**src/rtl/mem_arbiter.sv**
```systemverilog
`default_nettype none
// ----------------------------------------------------------------------------
// mem_arbiter : arbitrates icache/dcache requests onto a single RAM port.
// Revision    : 1.0 - initial release
// ----------------------------------------------------------------------------
module mem_arbiter #(
  parameter int ADDR_W      = 32,
  parameter int DATA_W      = 32,
  parameter int MAX_DSTREAK = 4
) (
  input  logic              CLK,
  input  logic              nRST,
  input  logic              iREN,
  input  logic [ADDR_W-1:0] iaddr,
  output logic              iwait,
  output logic [DATA_W-1:0] iload,
  input  logic              dREN,
  input  logic              dWEN,
  input  logic [ADDR_W-1:0] daddr,
  input  logic [DATA_W-1:0] dstore,
  output logic              dwait,
  output logic [DATA_W-1:0] dload,
  output logic              ramREN,
  output logic              ramWEN,
  output logic [ADDR_W-1:0] ramaddr,
  output logic [DATA_W-1:0] ramstore,
  input  logic [DATA_W-1:0] ramload,
  input  logic [1:0]        ramstate,
  output logic              ram_err
);

  typedef enum logic [1:0] {
    IDLE = 2'd0,
    IGNT = 2'd1,
    DGNT = 2'd2
  } state_t;

  localparam int            c_SW         = $clog2(MAX_DSTREAK + 1);
  localparam logic [1:0]    c_RAM_ACCESS = 2'd2;
  localparam logic [1:0]    c_RAM_ERROR  = 2'd3;
  localparam logic [c_SW-1:0] c_STREAK_MAX = c_SW'(MAX_DSTREAK);

  state_t          state_q, state_d;
  logic [c_SW-1:0] dstreak_q, dstreak_d;
  logic            ram_err_q, ram_err_d;

  logic w_dreq;
  logic w_i_done;
  logic w_d_done;

  assign w_dreq   = dREN | dWEN;
  // Completion only counts while the owner still requests; a dropped request is an abort.
  assign w_i_done = (state_q == IGNT) && iREN   && (ramstate == c_RAM_ACCESS);
  assign w_d_done = (state_q == DGNT) && w_dreq && (ramstate == c_RAM_ACCESS);

  always_comb begin
    state_d   = state_q;
    dstreak_d = dstreak_q;
    ram_err_d = ram_err_q | ((state_q != IDLE) && (ramstate == c_RAM_ERROR));
    case (state_q)
      IDLE: begin
        if (w_dreq && !(iREN && (dstreak_q == c_STREAK_MAX))) state_d = DGNT;
        else if (iREN)                                        state_d = IGNT;
      end
      IGNT: begin
        if (!iREN || w_i_done) state_d = IDLE;
        if (w_i_done)          dstreak_d = '0;
      end
      DGNT: begin
        if (!w_dreq || w_d_done) state_d = IDLE;
        if (w_d_done) begin
          if (!iREN)                           dstreak_d = '0;
          else if (dstreak_q != c_STREAK_MAX)  dstreak_d = dstreak_q + 1'b1;
        end
      end
      default: state_d = IDLE;
    endcase
  end

  always_ff @(posedge CLK or negedge nRST) begin
    if (!nRST) begin
      state_q   <= IDLE;
      dstreak_q <= '0;
      ram_err_q <= 1'b0;
    end else begin
      state_q   <= state_d;
      dstreak_q <= dstreak_d;
      ram_err_q <= ram_err_d;
    end
  end

  // RAM side follows the owner's request combinationally so aborts drop enables at once.
  always_comb begin
    ramREN   = 1'b0;
    ramWEN   = 1'b0;
    ramaddr  = '0;
    ramstore = '0;
    iwait    = 1'b1;
    dwait    = 1'b1;
    iload    = '0;
    dload    = '0;
    case (state_q)
      IGNT: begin
        ramREN  = iREN;
        ramaddr = iaddr;
        if (w_i_done) begin
          iwait = 1'b0;
          iload = ramload;
        end
      end
      DGNT: begin
        ramWEN  = dWEN;
        ramREN  = dREN & ~dWEN;
        ramaddr = daddr;
        if (dWEN) ramstore = dstore;
        if (w_d_done) begin
          dwait = 1'b0;
          dload = ramload;
        end
      end
      default: ;
    endcase
  end

  assign ram_err = ram_err_q;

endmodule
`default_nettype wire

```
**config.mk**
```make
export PLATFORM = sky130hd
export DESIGN_NAME = mem_arbiter
export DESIGN_NICKNAME = d
export VERILOG_FILES = /design/src/rtl/mem_arbiter.sv
export SDC_FILE = /design/constraint.sdc
export NUM_CORES = 1
export LEC_CHECK = 0
export BUFFER_PORTS_ARGS = -buffer_cell sky130_fd_sc_hd__buf_2
export CORE_AREA = 10 10 95 97
export DETAILED_ROUTE_END_ITERATION = 12
export DIE_AREA = 0 0 105 107
export GPL_TIMING_DRIVEN = 0
export HOLD_SLACK_MARGIN = 0.03
export PLACE_DENSITY_LB_ADDON = 0.08
export SYNTH_ARGS = -nofsm -noshare
export SYNTH_HDL_FRONTEND = slang
export SYNTH_SLANG_ARGS = --single-unit
```
**constraint.sdc**
```tcl
create_clock -name CLK -period 3.4 [get_ports CLK]
set_clock_uncertainty 0.2 [all_clocks]
set_input_delay 0.51 -clock CLK [delete_from_list [all_inputs] [get_ports CLK]]
set_output_delay 0.51 -clock CLK [all_outputs]
set_load 0.05 [all_outputs]
```
After elaboration in Yosys (flattened, before gate mapping)
Index checks and enable logic that the tools add are counted.
- add/sub/neg operators: 1
- muxes and demuxes: 23
- reductions and logical operators: 17
- bitwise gates (word level): 4
- eq/ne operators: 12
- operators by type and width (operator ; count):
    2-to-1 mux 32 bit ; 6
    case mux 32 bit (2 select lines) ; 1
    2-to-1 mux 3 bit ; 4
    2-to-1 mux 2 bit ; 4
    logical AND 1 bit ; 7
    equality test 2 bit, second input constant ; 3
    != test 3 bit, second input constant ; 2
    case mux 2 bit (3 select lines) ; 1
    case mux 3 bit (2 select lines) ; 1
    2-to-1 mux 1 bit ; 5
    != test 2 x 1 -> 1 bit, second input constant ; 2
    != test 2 bit, second input constant ; 2
    AND reduction 4 bit ; 1
    nonzero test 2 bit ; 2
    adder 3 x 1 -> 3 bit, second input constant ; 1
    equality test 3 bit, second input constant ; 1
    zero test 1 bit ; 3
    != test 3 x 2 -> 1 bit, second input constant ; 1
    AND reduction 3 bit ; 1
    equality test 2 x 1 -> 1 bit, second input constant ; 1
    zero test 2 bit ; 1
    logical OR 1 bit ; 2
    OR 1 bit ; 2
    case mux 1 bit (2 select lines) ; 1
    2 further kinds ; 2
- output and inout bits: 133
- input bits: 135
- word-level logic and storage cells: 60
- flip-flop bits (word level): 6

Longest topological paths before layout
Gate-level depths: netlist of run 1.
- depth after elaboration: 6
- depth in mapped cells: 7
- gate-level depth less buffers: 6

Worst setup path before layout of run 1
Ideal clock, no wire load.
- path kind: reg2out
- from: reg state_q[0]
- to: out ramaddr[0]
- cell stages (with the launch flop): 7
- arrival time: 1.818 ns
- buffers on the path: 2
- required time: 2.690 ns
- slack: 0.872 ns
- cells stage by stage: dfrtp_1 inv_1 ha_1 buf_6 clkbuf_1 a22oi_1 nor2b_1
- word-level cells in the longest chain between the ends: 2
- elaborated cells on any way between the ends: 3
- those cells by class: eq/ne (2); mux (1)
- RTL lines (element ; line ; source):
    from (decl) ; 43 ; state_t state_q, state_d;
    from (signal assigned) ; 86 ; state_q <= state_d;
    equality test 2 bit / equality test 2 x 1 -> 1 bit (equally long branches) ; 102 ; case (state_q)
    case mux 32 bit (2 select lines) (*) ; 102 ;
    to (decl) ; 25 ; output logic [ADDR_W-1:0] ramaddr,
Mark *: on every way between the ends. The rest lies on a longest branch, timed or not.

Final worst setup path of run 1
- from: reg state_q[0]
- to: out ramaddr[4]
The elaborated chain is that of the path after synthesis.

==> impl_metrics.tcl, run 1 <==
set metrics [dict create \
    ys_seq_area_frac 0.0933 \
    num_rows 31 \
    ctsResizeCount 0 \
    dp.cells 596 \
    drt-wirelength-per-cell_um 16.9 \
    timing.hold.worst.class "reg2reg" \
    tritoncts_num_sinks 6 \
    antenna_violating_nets_post_route 0 \
    via_count 2618 \
    path_clk_slew_ns 0.04 \
    grt_max_degree 11 \
    cts.root.buffer_cell "clkbuf_8" \
    syn_area_mm2 0.00161 \
    critPathMaxStageDelay_ns 0.37 \
    insertion_delay_ns 0.22 \
    total_of_max_cap_violations 0 \
    io_pins 268 \
    first_global_vias 2828 \
    globalplace.congestion 0.804 \
    worst_ir_drop_vdd_v 0.000412 \
    global_route.overflow_total 0 \
    core-area_mm2 0.00714 \
    worst_ep_required_time_ns 2.69 \
    power_density_mw_per_mm2 679 \
    final_std_cell_area_no_fill_mm2 0.00312 \
    maxSlewHeadroom 0.696 \
    initial_utilization 0.225 \
    run_status "finished clean" \
    crit_path_top_delay_cell "dfrtp_1" \
    syn-num-nets 371 \
    final-max-slew-violation-count 0 \
    die_width_um 105 \
    clock_tree_from_tritoncts "done" \
    drt_wl_total_mm 10.1 \
    grt_antenna_before_repair 0 \
    crit_arrival_ns 2.04 \
    final.setup.worst_slack_ns 0.654 \
    cellLeakagePower_uw 0.00201 \
    pre_cts_slack_ns 0.836 \
    totalNegativeSetupSlack_ns 0 \
    worst_setup_path_start_kind "register" \
    wire_length_of_the_first_global_routing_pass_mm 15.4 \
    synth_cells 231 \
    layout.cells.non_filler 600 \
    cts_max_level 1 \
    hpwl_mm 9.17 \
    final.fill_count 795 \
    cp-end-kind "primary output" \
    ys_warn_count 0 \
    syn-mean-instance-area_um2 6.97 \
    floorplan.die_area_mm2 0.0112 \
    path_max_fanout 10 \
    period_share 0.808 \
    placed_area_mm2 0.00306 \
    maximum_clock_rate_mhz 364 \
    timing.final.hold_violations 0 \
    antenna-diode-count 0 \
    place.port_buffers 266 \
    setup.worst_path.class "reg2out" \
    drt_first_iter_violations 74 \
    rsz0062_at_grt "no" \
    layout-area-overhead-vs-synth_pct 93.6 \
    period_needed_ns 2.75 \
    num_cts_buffers 3 \
    drive_above_1_share 0.571 \
    setup_viol 0 \
    path_cells "inv_1 -> ha_1 -> buf_6 -> clkbuf_1 -> a22oi_1 -> nor2b_1 -> buf_2" \
    firstDrtPassIters 4 \
    die_y_um 107 \
    grtUsageTotal 0.165 \
    synthDistinctLibCells 28 \
    drcViolationCount 0 \
    clk_path_buf_depth 2 \
    post_layout_total_power_uw 2110 \
    postSynthRegisterBits 6 \
    worst_tran_pin_value_ns 0.456 \
    design.final.nets 643 \
    via_per_inst 4.36 \
]
## registers in the layout, indices dropped and copies added, names as in the netlist
name,count
dstreak_q,3
state_q,2
ram_err,1
## power breakdown
part           internal, uW  switching, uW  leakage (uW)
clock                  76.0           30.6     0.0000216
combinational           554           1340       0.00191
sequential             93.6           17.6     0.0000748
## cell families after synthesis
| kind of cell | count (synthesis) | share of synthesized area |
|---|---|---|
| fa+ha+maj | 5 | 0.0389 |
| flops | 6 | 0.0933 |
| compound gates | 41 | 0.198 |
| buf+inv | 32 | 0.0956 |
| mux | 3 | 0.0194 |
| simple gates | 144 | 0.554 |
## path summary, 6_finish.rpt
kind,depth (start not counted),slack (ns),end,startpoint
min,1,0.26,ram_err,ram_err
min in group asynchronous,2,0.46,state_q[0],nRST
max reg2reg,7,1.57,state_q[1],state_q[1]
max,7,0.65,ramaddr[4],state_q[0]
max in group asynchronous,2,2.40,dstreak_q[0],nRST
min reg2reg,1,0.26,ram_err,ram_err
## cells in the mapped netlist
master / number / area share
and2_1: 67 / 0.26
a22oi_1: 32 / 0.15
and3_1: 32 / 0.12
nor2b_1: 32 / 0.12
clkbuf_1: 15 / 0.035
inv_1: 7 / 0.016
clkbuf_2: 6 / 0.019
dfrtp_1: 6 / 0.093
ha_1: 5 / 0.039
nand2_1: 4 / 0.0093
buf_6: 3 / 0.021
nand2b_1: 3 / 0.012
mux2i_1: 2 / 0.012
nor2_2: 2 / 0.0078
o21ai_2: 2 / 0.011
a21bo_1: 1 / 0.0062
a21oi_2: 1 / 0.0054
a221o_1: 1 / 0.0062
a22o_1: 1 / 0.0054
a31o_2: 1 / 0.0054
a32o_1: 1 / 0.0062
buf_4: 1 / 0.0047
mux2_1: 1 / 0.0070
nand3_2: 1 / 0.0062
nand4_1: 1 / 0.0039
nor2_1: 1 / 0.0023
nor4_1: 1 / 0.0039
o21ai_0: 1 / 0.0031
## layout make-up
type / count / area, um2 / area share
clock buffers: 3 / 41.3 / 0.0133
inverters: 7 / 26.3 / 0.00843
flip-flops and latches: 6 / 150 / 0.0482
multi-input cells: 193 / 1310 / 0.419
plain buffers: 25 / 128 / 0.0410
repair buffers: 267 / 1340 / 0.431
well taps: 99 / 124 / 0.0398
## worst max-delay path, delay by kind of cell, from the launching register on
kind,cells,cell delay [ns]
AND/OR/NAND/NOR,1,0.21
flip-flops,1,0.37
AO/OA/AOI/OAI,1,0.17
adder cells (fa/ha/maj),1,0.17
buffers and inverters,4,0.88
## layout by cell type (no fill, tap or decap), types with 2 or more instances in the layout
cell type and n:
clkbuf_8 3, ha_1 5, buf_2 266, o21ai_2 2, nand2_1 4, nand2b_1 3
a22oi_1 32, inv_1 7, dfrtp_1 6, nor2_2 2, buf_6 3, and2_1 67
mux2i_1 2, nor2b_1 32, and3_1 32, clkbuf_2 6, clkbuf_1 15
## timing repair
action | 4_1_cts | 5_1_grt
hold buffers | 1 | 0
buffers inserted | 0 | 0
endpoints found under the hold margin | 6 | 0
endpoints found under the setup margin | 0 | 0
## per-layer routing
layer	track usage	wire length, um	vias to the layer above
met3	0.0898	1310	8
met2	0.317	5450	159
met4	0.0304	101	0
met5	0	0	-
met1	0.151	3290	1122
li1	-	-	1329
## metrics by stage
step	util	hold slack [ns]
detailed placement	0.429	0.139
global route	0.437	0.295
finish	0.437	0.264
CTS	0.437	0.271
floorplan	-	0.0144
global placement	0.429	0.140
No activity file was read; power rests on OpenSTA's default activity.
==> run 2: changes to the inputs <==
CORE_AREA = 10 10 97 99   (was 10 10 95 97)
DIE_AREA = 0 0 107 109   (was 0 0 105 107)
clock period = 2.73 ns   (was 3.4 ns; I/O delays follow)
==> run 2 against run 1 <==
  * Register-to-register slack lost 0.72 ns
  * Via count shrank 0.57%
  * Design area grew 0.52%
  * Critical path type unchanged
==> impl_metrics.tcl, run 2 (same netlist as run 1, synthesis figures left out) <==
set metrics [dict create \
    cts_max_level 1 \
    worst_ir_drop_vdd_v 0.000487 \
    cts.root.buffer_cell "clkbuf_8" \
    grt_max_degree 11 \
    maxSlewHeadroom 0.690 \
    first_global_vias 2749 \
    worst_ep_required_time_ns 2.12 \
    final-max-slew-violation-count 0 \
    io_pins 268 \
    run_status "finished clean" \
    power_report.internal_total_uw 906 \
    share_clk_of_total_power 0.050 \
    worst_tran_pin_value_ns 0.465 \
    power.share.combinational 0.898 \
    ff_latch_area_um2 150 \
    maximum_clock_rate_mhz 392 \
    seqPwrFrac 0.052 \
    grtUsageTotal 0.149 \
    wire_length_of_the_first_global_routing_pass_mm 14.2 \
    global_route.overflow_total 0 \
    finalCoreUtilization 0.416 \
    cellLeakagePower_uw 0.00201 \
    path_max_fanout 10 \
    totalNegativeSetupSlack_ns 0 \
    core-area_mm2 0.00753 \
    antenna_violating_nets_post_route 0 \
    max_flop_register "dstreak_q" \
    drt_wl_total_mm 9.73 \
    initial_utilization 0.214 \
    place.port_buffers 266 \
    layout-area-overhead-vs-synth_pct 94.6 \
    setup_viol 0 \
    power.share.switching 0.656 \
    timing.hold.worst.class "in2reg" \
    drive_above_1_share 0.575 \
    period_needed_ns 2.55 \
    clk_path_buf_depth 2 \
    via_per_inst 4.32 \
    setup.worst_path.class "reg2out" \
    tritoncts_num_sinks 6 \
    power_density_mw_per_mm2 840 \
    antenna-diode-count 0 \
    multi_input_comb_area_mm2 0.00132 \
    via_count 2603 \
    drt_first_iter_violations 59 \
    netSwitchingPower_uw 1720 \
    floorplan.die_area_mm2 0.0117 \
    total_of_max_cap_violations 0 \
    clock_tree_from_tritoncts "done" \
    crit_arrival_ns 1.94 \
    firstDrtPassIters 4 \
    die_y_um 109 \
    path_clk_slew_ns 0.04 \
    hpwl_mm 8.80 \
    globalplace.congestion 0.747 \
    die_width_um 107 \
    grt_antenna_before_repair 0 \
    drt-wirelength-per-cell_um 16.1 \
    layout_commonest_cell "buf_2" \
    num_cts_buffers 3 \
    worst_setup_path_start_kind "register" \
    rsz0062_at_grt "no" \
    period_share 0.933 \
    layout.cells.most_common_list "266 x buf_2, 67 x and2_1, 32 x a22oi_1, 32 x nor2b_1, 32 x and3_1" \
    drcViolationCount 0 \
    insertion_delay_ns 0.22 \
    timing.final.hold_violations 0 \
    num_rows 32 \
    cp-end-kind "primary output" \
    final.fill_count 853 \
    design.final.nets 643 \
    worst-r2r-setup-slack_ns 0.85 \
    flip_flop_count_of_the_largest_register_after_layout 3 \
]
-- run 2: cell counts in the layout (fill, tap and decap cells not counted) --
No cell type changed its count.
-- run 2: layer usage --
metal | vias up | global-route usage | wire length [um]
li1 | 1327 | - | -
met1 | 1125 | 0.136 | 3290
met2 | 147 | 0.292 | 5150
met3 | 4 | 0.0796 | 1220
met4 | 0 | 0.0213 | 67
met5 | - | 0 | 0
-- run 2: area by class of cell --
| cell class | count | area share |
|---|---|---|
| Clock buffer | 3 | 0.0132 |
| Sequential cell | 6 | 0.0479 |
| Multi-Input combinational cell | 193 | 0.420 |
| Timing Repair Buffer | 267 | 0.428 |
| Tap cell | 102 | 0.0408 |
| Inverter | 7 | 0.00839 |
| Buffer | 25 | 0.0416 |
-- run 2: final timing paths --
check,endpoint,cells past startpoint,from
max in group asynchronous,state_q[0],2,nRST
worst min-delay path,ram_err,2,ramstate[0]
min in group asynchronous,dstreak_q[0],2,nRST
worst max-delay path,ramaddr[5],7,state_q[0]
worst max register to register,state_q[1],7,state_q[1]
worst min register to register,ram_err,1,ram_err
-- run 2: timing repair --
item	4_1_cts	5_1_grt
endpoints found under the setup margin	0	56
hold buffers	1	0
hold endpoints to repair	6	0
buffers inserted	0	0
gates resized for setup	0	6
-- run 2: critical path: stages, from the launching register on --
cell and delay [ns]:
dfrtp_1 0.38, inv_1 0.10, ha_1 0.17, buf_6 0.12
clkbuf_1 0.38, a22oi_1 0.16, nor2b_1 0.14, buf_2 0.27
-- run 2: per-stage QoR --
| step | instances | hold WS (ns) | setup slack (ns) | instance area [um2] | total power (uW) |
|---|---|---|---|---|---|
| final | 603 | 0.242 | 0.182 | 3130 | 2630 |
| after global routing | 603 | 0.233 | 0.00974 | 3130 | 2830 |
| after CTS | 603 | 0.240 | 0.0968 | 3120 | 2660 |
| after detailed placement | 599 | 0.0449 | 0.334 | 3070 | 2520 |
| after global placement | 599 | 0.0407 | 0.367 | 3070 | 2500 |
| after floorplan | 231 | -0.0861 | 0.303 | 1610 | 1950 |
-- run 2: power groups by stage --
stage | clock (uW) | sequential (uW) | combinational, uW
finish | 131 | 138 | 2360
floorplan | 0 | 134 | 1810
detailed placement | 0 | 140 | 2380
CTS | 135 | 139 | 2390
global route | 146 | 143 | 2540
global placement | 0 | 139 | 2360
==> run 3: changes to the inputs <==
==> constraint.sdc (replaced) <==
create_clock -name CLK -period 2.7 [get_ports CLK]
set_clock_uncertainty 0.2 [all_clocks]
set_input_delay 0.135 -clock CLK [delete_from_list [all_inputs] [get_ports CLK]]
set_output_delay 0.135 -clock CLK [all_outputs]
set_load 0.05 [all_outputs]
==> run 3 against run 2 <==
  * Non-clock buffer count grew 2
  * Utilization grew 0.10 points
  * Clock power is essentially flat
  * Critical endpoint is now dload[10]
  * Highest routed layer unchanged
==> impl_metrics.tcl, run 3 (same netlist as run 1, synthesis figures left out) <==
set metrics [dict create \
    worst_ir_drop_vdd_v 0.000493 \
    path_max_fanout 10 \
    initial_utilization 0.214 \
    power_density_mw_per_mm2 845 \
    hpwl_mm 8.80 \
    final-max-slew-violation-count 0 \
    final.setup.worst_slack_ns 0.359 \
    post_layout_total_power_uw 2650 \
    place.port_buffers 266 \
    clk_path_buf_depth 2 \
    run_status "finished clean" \
    firstDrtPassIters 4 \
    layout-area-overhead-vs-synth_pct 95.1 \
    cts.root.buffer_cell "clkbuf_8" \
    maximum_clock_rate_mhz 427 \
    worst_ep_required_time_ns 2.37 \
    placed_area_mm2 0.00307 \
    layout_commonest_cell "buf_2" \
    maxSlewHeadroom 0.690 \
    num_cts_buffers 3 \
    cp-end-kind "primary output" \
    total_of_max_cap_violations 0 \
    num_rows 32 \
    power_report.internal_total_uw 912 \
    via_per_inst 4.31 \
    setup_viol 0 \
    core-area_mm2 0.00753 \
    drcViolationCount 0 \
    first_global_vias 2761 \
    seqPwrFrac 0.053 \
    drt-wirelength-per-cell_um 16.1 \
    grtUsageTotal 0.149 \
    global_route.overflow_total 0 \
    timing.hold.worst.class "in2async" \
    wire_length_of_the_first_global_routing_pass_mm 14.2 \
    flip_flop_count_of_the_largest_register_after_layout 3 \
    totalNegativeSetupSlack_ns 0 \
    die_y_um 109 \
    power.share.combinational 0.897 \
    period_share 0.867 \
    final_std_cell_area_no_fill_mm2 0.00314 \
    pre_cts_slack_ns 0.579 \
    insertion_delay_ns 0.22 \
    cellLeakagePower_uw 0.00201 \
    worst_tran_pin_value_ns 0.465 \
    cts_post_setup_buffers_inserted 0 \
    share_clk_of_total_power 0.050 \
    max_flop_register "dstreak_q" \
    via_count 2610 \
    timing.final.hold_violations 0 \
    drive_above_1_share 0.569 \
    floorplan.die_area_mm2 0.0117 \
    setup.worst_path.class "in2out" \
    io_pins 268 \
    rsz0062_at_grt "no" \
    clock_tree_from_tritoncts "done" \
    die_width_um 107 \
    layout.cells.most_common_list "266 x buf_2, 67 x and2_1, 32 x a22oi_1, 32 x nor2b_1, 32 x and3_1" \
    power.share.switching 0.656 \
    design.final.nets 645 \
    drt_wl_total_mm 9.74 \
    grt_max_degree 11 \
    grt_antenna_before_repair 0 \
    netSwitchingPower_uw 1740 \
    path_clk_slew_ns 0.04 \
    cts_max_level 1 \
    post_cts_hold_buffer_count 3 \
    worst_setup_path_start_kind "input port" \
    final.fill_count 854 \
    period_needed_ns 2.34 \
    antenna_violating_nets_post_route 0 \
    ctsResizeCount 0 \
    antenna-diode-count 0 \
    crit_arrival_ns 2.01 \
    tritoncts_num_sinks 6 \
    drt_first_iter_violations 63 \
    globalplace.congestion 0.747 \
]
-- run 3: through the flow --
step,util,hold WS [ns],instances
final,0.417,0.0819,605
after global routing,0.417,0.0903,605
after CTS,0.417,0.0892,605
after detailed placement,0.408,-0.230,599
after global placement,0.408,-0.234,599
after floorplan,-,-0.361,231
-- run 3: final cells by class --
type | count | area, um2 | area share
repair buffers | 269 | 1360 | 0.434
multi-input cells | 193 | 1310 | 0.416
flip-flops and latches | 6 | 150 | 0.0478
plain buffers | 25 | 128 | 0.0407
well taps | 102 | 128 | 0.0407
clock buffers | 3 | 41.3 | 0.0132
inverters | 7 | 26.3 | 0.00837
-- run 3: critical path: stages --
cell and delay, ns:
dlygate4sd3_1 0.54, buf_2 0.13, nand2b_1 0.22, nor2_2 0.32, clkbuf_2 0.25, and2_1 0.14, buf_2 0.27
-- run 3: power by group through the flow --
stage	logic [uW]	clock network, uW	registers, uW
5_1_grt	2560	147	144
3_5_place_dp	2410	0	142
6_report	2380	133	140
3_3_place_gp	2390	0	141
2_1_floorplan	1830	0	135
4_1_cts	2420	137	141
-- run 3: worst paths after layout --
kind / startpoint / end / slack [ns] / depth (start not counted)
setup / recovery: ramstate[0] / dload[10] / 0.36 / 7
hold / removal: nRST / dstreak_q[0] / 0.08 / 2
setup reg to reg: state_q[1] / state_q[1] / 0.86 / 7
hold reg to reg: dstreak_q[0] / dstreak_q[0] / 0.31 / 1
max in group asynchronous: nRST / state_q[0] / 2.07 / 2
min in group CLK: dWEN / state_q[0] / 0.09 / 4
-- run 3: routing by layer --
| layer | vias up | part of all wire | track usage |
|---|---|---|---|
| met2 | 147 | 0.53 | 0.292 |
| met3 | 4 | 0.12 | 0.0796 |
| li1 | 1331 | - | - |
| met4 | 0 | 0.0069 | 0.0213 |
| met1 | 1128 | 0.34 | 0.136 |
| met5 | - | 0 | 0 |
